## config.mk

```make
export PLATFORM = sky130hd
export DESIGN_NAME = load_store_unit_flat
export DESIGN_NICKNAME = d
export VERILOG_FILES = /design/src/rtl/load_store_unit_if.sv /design/src/rtl/load_store_unit.sv /design/src/flat_wrapper.sv
export SDC_FILE = /design/constraint.sdc
export NUM_CORES = 1
export LEC_CHECK = 0
export CORE_AREA = 2 2 109 111
export DETAILED_ROUTE_END_ITERATION = 6
export DIE_AREA = 0 0 111 113
export PLACE_DENSITY = 0.85
export SYNTH_ARGS = -nofsm -noshare
export SYNTH_HDL_FRONTEND = slang
export SYNTH_SLANG_ARGS = --single-unit
```

## constraint.sdc

```tcl
create_clock -name clock -period 3.99 [get_ports clock]
set_input_delay 0.798 -clock clock [delete_from_list [all_inputs] [get_ports clock]]
set_output_delay 0.798 -clock clock [all_outputs]
set_load 0.01 [all_outputs]
```

## src/rtl/load_store_unit_if.sv

```systemverilog
// rtl/load_store_unit_if.sv - request/response and data-memory signals of the load/store unit
interface load_store_unit_if;
    logic        req_valid;
    logic        req_write;
    logic [1:0]  req_size;
    logic        req_signed;
    logic [31:0] req_addr;
    logic [31:0] req_wdata;
    logic        busy;
    logic        done;
    logic [31:0] load_data;
    logic        addr_error;
    logic [31:0] mem_address;
    logic [31:0] mem_writeData;
    logic        mem_memWrite;
    logic        mem_memRead;
    logic [31:0] mem_readData;

    // Load/store unit view
    modport slave (
        input  req_valid, req_write, req_size, req_signed, req_addr, req_wdata, mem_readData,
        output busy, done, load_data, addr_error,
        output mem_address, mem_writeData, mem_memWrite, mem_memRead
    );

    // Pipeline and data-memory view
    modport master (
        output req_valid, req_write, req_size, req_signed, req_addr, req_wdata, mem_readData,
        input  busy, done, load_data, addr_error,
        input  mem_address, mem_writeData, mem_memWrite, mem_memRead
    );
endinterface

```

## src/rtl/load_store_unit.sv

```systemverilog
// rtl/load_store_unit.sv - multi-cycle big-endian load/store unit with read-modify-write sub-word stores
module load_store_unit (
    input  logic             clock,
    input  logic             reset,
    load_store_unit_if.slave bus
);
    typedef enum logic [1:0] {IDLE = 2'd0, READ = 2'd1, WRITE = 2'd2, RESP = 2'd3} state_t;

    state_t      state;
    state_t      state_next;
    logic [1:0]  size_q;
    logic [1:0]  offset_q;
    logic        signed_q;
    logic        write_q;
    logic [31:0] address_q;
    logic [31:0] wdata_q;
    logic [31:0] load_data_q;
    logic        addr_error_q;
    logic        misaligned;
    logic [7:0]  byte_lane;
    logic [15:0] half_lane;
    logic [31:0] load_ext;
    logic [31:0] merged;

    // Reserved size or an address not aligned to the access size never touches memory
    assign misaligned = (bus.req_size == 2'b11)
                     || ((bus.req_size == 2'b01) && bus.req_addr[0])
                     || ((bus.req_size == 2'b10) && (bus.req_addr[1:0] != 2'b00));

    assign bus.busy          = (state != IDLE);
    assign bus.done          = (state == RESP);
    assign bus.mem_memRead   = (state == READ);
    assign bus.mem_memWrite  = (state == WRITE);
    assign bus.mem_address   = address_q;
    assign bus.mem_writeData = wdata_q;
    assign bus.load_data     = load_data_q;
    assign bus.addr_error    = addr_error_q;

    // State register; reset abandons any access in flight
    always_ff @(posedge clock) begin
        if (reset) begin
            state <= IDLE;
        end else begin
            state <= state_next;
        end
    end

    // Routing: loads and sub-word stores read first, word stores write directly
    always_comb begin
        state_next = state;
        case (state)
            IDLE: begin
                if (bus.req_valid) begin
                    if (misaligned) begin
                        state_next = RESP;
                    end else if (!bus.req_write) begin
                        state_next = READ;
                    end else if (bus.req_size == 2'b10) begin
                        state_next = WRITE;
                    end else begin
                        state_next = READ;
                    end
                end
            end
            READ:    state_next = write_q ? WRITE : RESP;
            WRITE:   state_next = RESP;
            RESP:    state_next = IDLE;
            default: state_next = IDLE;
        endcase
    end

    // Big-endian lane select for loads and lane merge for sub-word stores
    always_comb begin
        byte_lane = bus.mem_readData[31:24];
        case (offset_q)
            2'd0:    byte_lane = bus.mem_readData[31:24];
            2'd1:    byte_lane = bus.mem_readData[23:16];
            2'd2:    byte_lane = bus.mem_readData[15:8];
            default: byte_lane = bus.mem_readData[7:0];
        endcase
        half_lane = offset_q[1] ? bus.mem_readData[15:0] : bus.mem_readData[31:16];

        case (size_q)
            2'b00:   load_ext = signed_q ? {{24{byte_lane[7]}}, byte_lane} : {24'd0, byte_lane};
            2'b01:   load_ext = signed_q ? {{16{half_lane[15]}}, half_lane} : {16'd0, half_lane};
            default: load_ext = bus.mem_readData;
        endcase

        merged = bus.mem_readData;
        if (size_q == 2'b00) begin
            case (offset_q)
                2'd0:    merged[31:24] = wdata_q[7:0];
                2'd1:    merged[23:16] = wdata_q[7:0];
                2'd2:    merged[15:8]  = wdata_q[7:0];
                default: merged[7:0]   = wdata_q[7:0];
            endcase
        end else if (size_q == 2'b01) begin
            if (offset_q[1]) begin
                merged[15:0] = wdata_q[15:0];
            end else begin
                merged[31:16] = wdata_q[15:0];
            end
        end
    end

    // Request capture on acceptance, read-data capture at the end of READ, result registers
    always_ff @(posedge clock) begin
        if (reset) begin
            size_q       <= 2'b00;
            offset_q     <= 2'b00;
            signed_q     <= 1'b0;
            write_q      <= 1'b0;
            address_q    <= 32'd0;
            wdata_q      <= 32'd0;
            load_data_q  <= 32'd0;
            addr_error_q <= 1'b0;
        end else begin
            case (state)
                IDLE: begin
                    if (bus.req_valid) begin
                        size_q    <= bus.req_size;
                        offset_q  <= bus.req_addr[1:0];
                        signed_q  <= bus.req_signed;
                        write_q   <= bus.req_write;
                        address_q <= {bus.req_addr[31:2], 2'b00};
                        wdata_q   <= bus.req_wdata;
                        if (misaligned) begin
                            addr_error_q <= 1'b1;
                        end
                    end
                end
                READ: begin
                    if (write_q) begin
                        wdata_q <= merged;
                    end else begin
                        load_data_q  <= load_ext;
                        addr_error_q <= 1'b0;
                    end
                end
                WRITE:   addr_error_q <= 1'b0;
                default: ;
            endcase
        end
    end
endmodule

```

## src/flat_wrapper.sv

```systemverilog
// flat-port wrapper written by rule: the top's interface ports become plain ports
module load_store_unit_flat 
  (clock, reset, bus_req_valid, bus_req_write, bus_req_size, bus_req_signed, bus_req_addr, bus_req_wdata, bus_mem_readData, bus_busy, bus_done, bus_load_data, bus_addr_error, bus_mem_address, bus_mem_writeData, bus_mem_memWrite, bus_mem_memRead);
  load_store_unit_if bus_i ();
  input  logic clock;
  input  logic reset;
  input wire logic [$bits(bus_i.req_valid)-1:0] bus_req_valid;
  input wire logic [$bits(bus_i.req_write)-1:0] bus_req_write;
  input wire logic [$bits(bus_i.req_size)-1:0] bus_req_size;
  input wire logic [$bits(bus_i.req_signed)-1:0] bus_req_signed;
  input wire logic [$bits(bus_i.req_addr)-1:0] bus_req_addr;
  input wire logic [$bits(bus_i.req_wdata)-1:0] bus_req_wdata;
  input wire logic [$bits(bus_i.mem_readData)-1:0] bus_mem_readData;
  output wire logic [$bits(bus_i.busy)-1:0] bus_busy;
  output wire logic [$bits(bus_i.done)-1:0] bus_done;
  output wire logic [$bits(bus_i.load_data)-1:0] bus_load_data;
  output wire logic [$bits(bus_i.addr_error)-1:0] bus_addr_error;
  output wire logic [$bits(bus_i.mem_address)-1:0] bus_mem_address;
  output wire logic [$bits(bus_i.mem_writeData)-1:0] bus_mem_writeData;
  output wire logic [$bits(bus_i.mem_memWrite)-1:0] bus_mem_memWrite;
  output wire logic [$bits(bus_i.mem_memRead)-1:0] bus_mem_memRead;
  assign bus_i.req_valid = bus_req_valid;
  assign bus_i.req_write = bus_req_write;
  assign bus_i.req_size = bus_req_size;
  assign bus_i.req_signed = bus_req_signed;
  assign bus_i.req_addr = bus_req_addr;
  assign bus_i.req_wdata = bus_req_wdata;
  assign bus_i.mem_readData = bus_mem_readData;
  assign bus_busy = bus_i.busy;
  assign bus_done = bus_i.done;
  assign bus_load_data = bus_i.load_data;
  assign bus_addr_error = bus_i.addr_error;
  assign bus_mem_address = bus_i.mem_address;
  assign bus_mem_writeData = bus_i.mem_writeData;
  assign bus_mem_memWrite = bus_i.mem_memWrite;
  assign bus_mem_memRead = bus_i.mem_memRead;
  load_store_unit u_core (.clock(clock), .reset(reset), .bus(bus_i));
endmodule
```

### Word level (Yosys, flattened, before mapping)

Index checks and enable logic that the tools add are counted.
Widths: inputs -> output; s select.

* register bits after elaboration: 103
* bits of input ports: 103
* output and inout port bits: 101
* logic and storage cells: 71

* eq/ne operators: 15
* muxes and demuxes: 26
* bitwise gates (word level): 1
* reductions and logical operators: 18

Operators by type and width (number)
* $mux 32: 6
* $pmux 32 s2: 2
* $mux 16: 3
* $mux 8: 4
* $pmux 8 s3: 1
* $eq 2x2->1 const B: 5
* $eq 2x1->1 const B: 4
* $mux 2: 4
* $pmux 2 s4: 1
* $reduce_and 4->1: 2
* $logic_not 2->1: 3
* $reduce_bool 2->1: 3
* $reduce_and 5->1: 1
* $mux 1: 4
* $ne 2x1->1 const B: 2
* $ne 2x2->1 const B: 2
* $ne 4x4->1 const B: 1
* $reduce_and 2->1: 2
* $ne 3x3->1 const B: 1
* $pmux 1 s3: 1
* $reduce_and 3->1: 1
* $reduce_bool 3->1: 1
* $reduce_or 3->1: 1
* $logic_and 1x1->1: 2
* other kinds (2): 3

### Depth between registers and ports, before layout

* depth in word-level cells: 7
* mapped depth: 10
* depth with buffers taken out: 6

### Least setup slack after synthesis

Ideal clock, no wire load.

* path type: input -> register
* from: input port bus_mem_readData[7]
* to: register u_core.load_data_q[19], in the netlist u_core.bus.load_data[19]
* setup time: 0.134 ns
* arrival time: 2.031 ns
* data required time: 3.856 ns
* setup slack: 1.825 ns
* stages: 5
* buffers on the path: 1
* cell sequence: mux4_2 or2_4 a41oi_4 buf_6 a211oi_1

* longest elaborated chain between the ends: 3

RTL lines
* from (decl): line flat_wrapper.sv:13 `input wire logic [$bits(bus_i.mem_readData)-1:0] bus_mem_readData;`
* $pmux 8 s3: line load_store_unit.sv:75 `case (offset_q)`
* $mux 32: line load_store_unit.sv:84 `2'b00: load_ext = signed_q ? {{24{byte_lane[7]}}, byte_lane} : {24'd0, byte_lane};`
* $pmux 32 s2: line load_store_unit.sv:83 `case (size_q)`
* to (signal assigned): line load_store_unit.sv:136 `load_data_q <= load_ext;`
* to (decl): line load_store_unit.sv:17 `logic [31:0] load_data_q;`

Every way passes these cells.
A chain may end at the register's enable or synchronous reset.

### Final worst setup path

* from: register u_core.state[1]
* to: output port bus_mem_memRead

* longest elaborated chain between the ends: 1

RTL lines
* from (decl): line load_store_unit.sv:9 `state_t state;`
* from (signal assigned): line load_store_unit.sv:44 `state <= state_next;`
* $eq 2x1->1: line load_store_unit.sv:32 `assign bus.mem_memRead = (state == READ);`
* to (decl): line flat_wrapper.sv:21 `output wire logic [$bits(bus_i.mem_memRead)-1:0] bus_mem_memRead;`

Every way passes these cells.

==> impl_metrics.yaml <==
yosys:
  syn_avg_cell_area_um2: 8.17
  synthArstFlopShare: 0
  synth_edf_count: 0
  yosys.cell_types.count: 49
  synth_warnings: 0
  seq_area_frac_synth: 0.383
  synth-main-ff-cell: "dfxtp_1"
  netlist_instances: 658
  synth-seq-cells: 103
  post_synth_instance_area_um2: 5380
cells_and_area:
  antennaDiodeCount: 0
  final_cell_mix: "200 x clkdlybuf4s50_1, 115 x nand2_1, 102 x dfxtp_1"
  final_core_util: 0.679
  fin_nets: 922
  area_delta_synth_final_pct: 42.3
  final_common_cell: "clkdlybuf4s50_1"
  fill_cells: 908
  drive_gt1_frac: 0.0732
floorplan:
  io_pins: 204
  start_util: 0.477
  dieArea_um2: 12500
  die_w_um: 111
  core_region_area_um2: 11300
  die_h_um: 113
  row_count: 39
cts:
  cts_root_buf: "clkbuf_16"
  cts_resized: 0
  cts_buffers: 9
  cts_tree: "yes"
  clkTransAtPathRegs_ns: 0.08
  htreeDepth: 3
  clock_latency_ns: 0.35
  cts_buffer_depth: 2
  postCtsSetupBuffers: 0
  numClockSinks: 103
  hold_buffers: 0
timing:
  rsz0062_at_grt: "false"
  fmax_ghz: 0.344
  min_period_over_period: 0.730
  tns_ns: 0
  relSlewSlack: 0.189
  skew_ns: 0.0144
  setup_viol: 0
  fin_crit_ns: 2.91
  finalHoldViolCount: 0
  slew_viol_final: 0
  worst_pin_slew_ns: 1.21
outcome:
  status: "finished clean"
placement:
  dp_hpwl_um: 13200
  routabilityCongestion: 0.930
  io_buffers: 201
pwr:
  p_sw_mw: 2.14
  p_int_mw: 3.11
  power.leakage_nw: 2.64
  pwr-share-clk: 0.167
  power_frac_seq: 0.334
  ir_worst_vdd_uv: 316
  combPwrFrac: 0.499
  p_sw_frac: 0.408
  powerDensity_nw_per_um2: 686
setup_path:
  r2r_cells: 6
  rrSetupSlack_ns: 1.17
  critPathLaunchType: "flip-flop"
  crit_required_ns: 3.19
  worstPathArrival_ns: 2.11
  worstPathMaxFanout: 30
  endpoint_kind: "output pin"
  critPathKind: "flip-flop to output pin"
route:
  num_vias: 5804
  wl_per_cell_um: 18.8
  ant_nets: 0
  routed_wl_um: 18100
  vias_per_cell: 6.03
  drt_iter0_markers: 490
  first_pass_iters: 5
  drc: 0
global_route:
  antenna_found_initial: 0
  grt_pass1_vias: 5700
  grt_pass1_wl_um: 28900
  grt_util_all_layers: 0.280
  grt_max_degree: 80
  gr-total-overflow: 0
min_path:
  min_delay_path_depth: 2
  holdCritPathClass: "flip-flop to flip-flop"
run:
  cap_viol_max_count: 0
[cell usage after synthesis (all sizes together), types with 4 or more instances]
library cell	instances	area (um2)
dfxtp	103	2060
or3b	5	43.8
nand3b	17	128
a21oi	59	295
a211o	4	35.0
nand2	115	432
nor2	59	221
nor3	4	20.0
mux2i	22	220
a32oi	6	52.6
a211oi	33	260
inv	9	33.8
a221oi	8	70.1
a311oi	15	138
o2111ai	7	61.3
nand3	7	35.0
a22o	13	114
o21ai	29	145
clkbuf	40	151
o41ai	15	131
buf	24	134
nand2b	15	93.8
or2	5	33.8
ha	4	50.1
mux2	16	180
o32ai	4	35.0
[critical path, cell delays in order, from the launching register on]
cell             delay (ns)
dfxtp_1                0.34
inv_1                  0.10
ha_2                   0.62
clkdlybuf4s50_1        0.71
[power by group through the flow]
stage                     clock (mW)  sequential, mW  combinational [mW]
after detailed placement           0            1.76                2.59
after global routing           0.921            1.79                2.84
final                          0.877            1.75                2.62
after CTS                      0.884            1.74                2.60
after global placement             0            1.74                2.52
after floorplan                    0            1.77                1.42
[final cells by class]
| cell class | count | area [um2] | area share |
|---|---|---|---|
| multi-input cells | 483 | 3010 | 0.394 |
| repair buffers | 209 | 2070 | 0.270 |
| flip-flops and latches | 103 | 2060 | 0.270 |
| clock buffers | 10 | 229 | 0.0299 |
| well taps | 143 | 179 | 0.0234 |
| clock inverters | 6 | 62.6 | 0.00818 |
| inverters | 9 | 33.8 | 0.00442 |
[flip-flops by register name (all words and copies together) (netlist names)]
signal / count
u_core.bus.addr_error: 1
u_core.bus.load_data: 32
u_core.bus.mem_address: 30
u_core.bus.mem_writeData: 32
u_core.offset_q: 2
u_core.signed_q: 1
u_core.size_q: 2
u_core.state: 2
u_core.write_q: 1
[routing by layer]
metal  track usage  share of wire  routed length, um  vias up
li1              -              -                  -     2703
met1         0.351           0.40               7180     2747
met2         0.474           0.49               8780      315
met3        0.0632          0.088               1590       39
met4         0.105          0.028                514        0
met5             0              0                  0        -
[cells by family (layout without fill, tap and decap cells)]
kind of cell             Yosys count  in the layout  share of synthesized area
adder cells (fa/ha/maj)            4              4                    0.00931
buffers and inverters             73            234                     0.0593
other                              1              2                   0.000697
AND/OR/NAND/NOR                  235            235                      0.200
AO/OA/AOI/OAI                    203            203                      0.269
multiplexers                      39             39                     0.0786
flip-flops                       103            103                      0.383
[worst paths after layout]
check | from | to
worst max-delay path | u_core.state[1] | bus_mem_memRead
worst min-delay path | u_core.bus.mem_address[28] | u_core.bus.mem_address[28]
worst max register to register | u_core.state[1] | u_core.bus.mem_writeData[15]
worst min register to register | u_core.bus.mem_address[28] | u_core.bus.mem_address[28]
[stage by stage]
stage	instances	instance area (um2)	power [mW]	setup WS (ns)	hold WS, ns
4_1_cts	963	7650	5.23	1.08	0.460
3_5_place_dp	947	7360	4.35	1.07	0.449
3_3_place_gp	947	7360	4.26	1.13	0.443
6_report	963	7650	5.25	1.08	0.460
2_1_floorplan	659	5380	3.19	1.82	0.458
5_1_grt	963	7650	5.55	0.960	0.481
Power figures use the tool's default switching activity.
